$ cat src/rtl/fifo_12bit.sv
// rtl/fifo_12bit.sv - single-clock FIFO with registered read data and zero-latency full/empty flags
module fifo_12bit #(
    parameter int WIDTH  = 12,
    parameter int DEPTH  = 16,
    parameter int ADDR_W = 4
) (
    input  logic             clk,
    input  logic             rst,
    input  logic             wr_en,
    input  logic             rd_en,
    input  logic [WIDTH-1:0] data_in,
    output logic [WIDTH-1:0] data_out,
    output logic             full,
    output logic             empty
);

    localparam logic [ADDR_W:0] PTR_ONE = (ADDR_W + 1)'(1);

    logic [WIDTH-1:0] mem [DEPTH];
    logic [ADDR_W:0]  wr_ptr;
    logic [ADDR_W:0]  rd_ptr;
    logic             wr_accept;
    logic             rd_accept;

    // Extra MSB on each pointer is a wrap bit that separates full from empty.
    assign empty = (wr_ptr == rd_ptr);
    assign full  = (wr_ptr[ADDR_W-1:0] == rd_ptr[ADDR_W-1:0]) &&
                   (wr_ptr[ADDR_W] != rd_ptr[ADDR_W]);

    assign wr_accept = wr_en && !full;
    assign rd_accept = rd_en && !empty;

    // Storage is deliberately not reset; the pointers alone define validity.
    always_ff @(posedge clk) begin
        if (wr_accept) begin
            mem[wr_ptr[ADDR_W-1:0]] <= data_in;
        end
    end

    always_ff @(posedge clk or posedge rst) begin
        if (rst) begin
            wr_ptr <= '0;
        end else if (wr_accept) begin
            wr_ptr <= wr_ptr + PTR_ONE;
        end
    end

    always_ff @(posedge clk or posedge rst) begin
        if (rst) begin
            rd_ptr   <= '0;
            data_out <= '0;
        end else if (rd_accept) begin
            rd_ptr   <= rd_ptr + PTR_ONE;
            data_out <= mem[rd_ptr[ADDR_W-1:0]];
        end
    end

endmodule

$ cat config.mk
export PLATFORM = sky130hd
export DESIGN_NAME = fifo_12bit
export DESIGN_NICKNAME = d
export VERILOG_FILES = /design/src/rtl/fifo_12bit.sv
export SDC_FILE = /design/constraint.sdc
export NUM_CORES = 1
export LEC_CHECK = 0
export BUFFER_PORTS_ARGS = -buffer_cell sky130_fd_sc_hd__clkbuf_2
export CORE_MARGIN = 3
export CORE_UTILIZATION = 25
export CTS_CLUSTER_SIZE = 25
export DETAILED_ROUTE_END_ITERATION = 10
export HOLD_SLACK_MARGIN = 0.03
export PLACE_DENSITY = 0.37
export SLEW_MARGIN = 20
export SYNTH_ARGS = -nofsm -noshare
export SYNTH_HDL_FRONTEND = slang
export SYNTH_SLANG_ARGS = --single-unit
export TNS_END_PERCENT = 1
$ cat constraint.sdc
create_clock -name clk -period 3.4 [get_ports clk]
set_input_delay 0.68 -clock clk [delete_from_list [all_inputs] [get_ports clk]]
set_output_delay 0.68 -clock clk [all_outputs]
set_load 0.05 [all_outputs]
Yosys cells after proc, flatten, opt, wreduce, memory -nomap -nowiden
Memories as Yosys holds them, arrays and structs flattened. A register that Yosys moved wholly into a read port is not among the register bits. Cells that the tools add are included.

Output and inout bits: 14. Logic and storage cells: 15. Input bits: 16. Bits in writable memories: 192. Bits in registers: 10. Memories: 1.

Equal/unequal tests: 3. Mux-type cells: 2. Reductions and logical operators: 5. Add/sub/neg operators: 2.

Memory list: mem (words 16, width 12, rd ports 1, clocked after memory_dff 1, wr ports 1, RTL line 19) `logic [WIDTH-1:0] mem [DEPTH];`.

Operators with widths (number): adder 5 x 1 -> 5 bit (second input constant) (2); == test 5 bit (1); == test 4 bit (1); logical AND 1 bit (3); logical NOT 1 bit (2); 2-to-1 mux 1 bit (2); != test 1 bit (1).

Logic depth before layout (Yosys ltp)
Depth in word-level cells: 6. Mapped depth: 7. Gate-level depth less buffers: 4.

Worst setup path after synthesis
OpenSTA, ideal clock, no wires.

Kind: flip-flop to output port. Start: register rd_ptr[1]. End: output port empty. Data required time: 2.720 ns. Path slack: 1.051 ns. Path buffers: 1. Data arrival time: 1.669 ns. Cell stages (with the launch flop): 5. Cell sequence: dfrtp_1 -> buf_2 -> xnor2_1 -> nand4_2 -> nor2_1.

Longest elaborated chain between the ends: 1.

Ends and longest elaborated chain: start, declared (RTL line 21) `logic [ADDR_W:0] rd_ptr;`; start signal, assigned (RTL line 53) `rd_ptr <= rd_ptr + PTR_ONE;`; == test 5 bit (RTL line 26) `assign empty = (wr_ptr == rd_ptr);`; end, declared (RTL line 14) `output logic empty`.

Every way passes these cells.

Worst setup path in the final report
Start: register rd_ptr[1]. End: output port full.

Longest elaborated chain between the ends: 2.

Ends and longest elaborated chain: == test 4 bit (RTL line 27) `assign full = (wr_ptr[ADDR_W-1:0] == rd_ptr[ADDR_W-1:0]) &&`; logical AND 1 bit (RTL line 27); end, declared (RTL line 13) `output logic full,`.

Every way passes these cells.

==> impl_metrics.yaml <==
run_status:
  status: "completed"
sta:
  max_freq_mhz: 337
  relSlewSlack: 0.292
  finClkSkew_ns: 0.00941
  finalCriticalPeriod_ns: 2.97
  slew_viol_final: 0
  grt_setup_unrepaired: "false"
  worstMarginPinSlew_ns: 1.06
  min_period_over_period: 0.872
  setup_tns_ns: 0
  layout_setup_ws_ns: 0.435
  setup_viol: 0
  hold_viol_final: 0
worst_setup_path:
  critPathCaptureType: "primary output"
  start_kind: "flip-flop"
  reg2reg_depth: 4
  cp_cell_sequence: "xnor2_1 -> nand4_2 -> nor2_1 -> clkbuf_2"
  setup.reg_to_reg.worst_slack_ns: 0.75
  crit_type: "flip-flop to primary output"
  slowest_stage: "dfrtp_2"
  cp_max_fo: 19
  r2r-end: "mem[0][10]$_DFFE_PP_"
  critPathRequiredTime_ns: 2.72
  cp_top_family: "flip-flops"
  cp_slowest_stage_delay_ns: 0.82
  crit_arrival_ns: 2.29
  path_buf_inv: 1
  reg2reg_from: "rd_ptr[1]$_DFFE_PP0P_"
clock_network:
  cts.sinks: 214
  htree_levels: 1
  clk_latency_ns: 0.51
  cts_tree: "done"
  cts_resized: 0
  holdBufCountCts: 0
  cts_buffers: 24
  cts_setup_buffers: 0
  clockRootBuffer: "clkbuf_16"
  clk_pin_slew_worst_paths_ns: 0.06
  cts_max_path_buffers: 3
final_layout:
  multi_input_area_um2: 2040
  drive_gt1_frac: 0.282
  n_fill_cell: 3254
  register_area_um2: 6320
  final_util: 0.306
  syn_to_final_growth_pct: 19.0
  nets: 499
  final_cell_area_um2: 10100
  insertedDiodeCount: 0
placed_design:
  numPortBuffers: 29
  placed_area_um2: 9210
  hpwl_um: 13200
  pre_cts_slack_ns: 0.661
  place.gp.congestion: 0.695
logic_synthesis:
  synth_compound_area_frac: 0.0430
  synth-simple-area-share: 0.0201
  netlist_area_um2: 8490
  syn_avg_cell_area_um2: 19.6
  muxShareOfSynthArea: 0.155
  ys_ff_latch: 214
  syn_nets: 453
  ys_types: 25
  synth-adder-area-share: 0.00737
  synth_top_family_by_area: "multiplexers"
  ys_seq_area_frac: 0.744
  synthXorXnorAreaFrac: 0.0144
  yosysWarnings: 0
  syn_inst: 432
global_routing:
  grt_max_degree: 76
  overflow: 0
  grt_pass1_wl_um: 30900
  grt_pass1_vias: 4321
  track_usage: 0.118
  antenna_found_initial: 0
pwr:
  p_total_w: 0.00919
  leakagePower_nw: 3.47
  irDropWorstVdd_mv: 0.408
  power_density_nw_per_um2: 910
die:
  start_util: 0.257
  dieArea_um2: 36200
  row_count: 66
  fp.dieH_um: 190
  ios: 30
  fp.dieW_um: 190
  coreArea_um2: 33000
run:
  maxCapViolCount: 0
detailed_routing:
  avgViaCountPerCell: 4.41
  wirelength_um: 21200
  ant_nets: 0
  drt_first_iter_violations: 252
  vias: 4138
  dr.pass1.iters: 5
  drt_drc_violations_left: 0
  wl_per_cell_um: 22.6
hold_path:
  hold_class: "input pin to async pin"
==> worst max path at each step <==
stage | startpoint | to | cells after the start
after global placement | rd_ptr[1]$_DFFE_PP0P_ | mem[6][1]$_DFFE_PP_ | 4
after CTS | rd_ptr[1]$_DFFE_PP0P_ | full | 4
after global routing | rd_ptr[1]$_DFFE_PP0P_ | full | 4
after floorplan | rd_ptr[1]$_DFFE_PP0P_ | empty | 4
after detailed placement | rd_ptr[1]$_DFFE_PP0P_ | mem[0][0]$_DFFE_PP_ | 4
final | rd_ptr[1]$_DFFE_PP0P_ | full | 4
==> metal layers <==
metal | up-vias | share of wire | GRT usage
met1 | 2181 | 0.45 | 0.162
met5 | - | 0 | 0
li1 | 1848 | - | -
met3 | 27 | 0.046 | 0.0195
met4 | 0 | 0.019 | 0.0291
met2 | 82 | 0.48 | 0.196
==> metrics by stage <==
stage,hold slack (ns),cells
2_1_floorplan,0.502,432
4_1_cts,0.432,938
3_3_place_gp,0.494,894
6_report,0.203,938
5_1_grt,0.232,938
3_5_place_dp,0.494,894
==> power by group <==
| part | internal (W) | leakage (nW) | switching (W) |
|---|---|---|---|
| combinational | 0.00115 | 1.05 | 0.00162 |
| clock | 0.00186 | 0.438 | 0.00102 |
| sequential | 0.00326 | 1.99 | 0.000275 |
| total | 0.00627 | 3.47 | 0.00292 |
==> cell usage in the layout, fill, tap and decap left out, drive strengths merged, types with 6 or more instances in the layout <==
cell type	synthesis	routed
edfxtp	192	192
clkbuf	13	55
mux2i	48	48
mux2	26	26
mux4	24	24
dfrtp	22	22
buf	12	16
xnor2	13	13
and3	13	13
a22oi	12	12
a221oi	12	12
a22o	12	12
clkinv	0	10
bufinv	0	7
nor2b	6	6
==> cells by family (layout without fill, tap and decap cells) <==
family / Yosys count / after routing
flops: 214 / 214
mux: 98 / 98
compound gates: 44 / 44
buf+inv: 29 / 93
simple gates: 28 / 28
xor+xnor: 14 / 14
fa+ha+maj: 5 / 5
==> registers in the layout, summed over array words and instances (netlist names) <==
name and cells:
mem 192, wr_ptr 5, rd_ptr 5, data_out 12
==> area by class of cell <==
type / instances / share of cell area
clock inverters: 18 / 0.0260
multi-input cells: 189 / 0.202
flip-flops and latches: 214 / 0.626
clock buffers: 26 / 0.0623
inverters: 4 / 0.00149
repair buffers: 45 / 0.0275
well taps: 442 / 0.0548
==> cell usage after synthesis (all sizes together) <==
cell     number  area, um2
a221oi       12        105
o211ai        3       22.5
mux4         24        541
nor2b         6       37.5
o2111ai       3       26.3
a22oi        12       90.1
mux2         26        293
edfxtp      192       5770
mux2i        48        480
nor3          1       5.00
and3         13       81.3
o21ai         1       8.76
and2          3       18.8
buf          12       72.6
xnor2        13        114
xor2          1       8.76
ha            5       62.6
nor2          4       15.0
clkbuf       13       48.8
nand4         1       12.5
dfrtp        22        551
o21a          1       7.51
a22o         12        105
inv           4       15.0
Note: power is estimated with default switching activity, not from simulation.
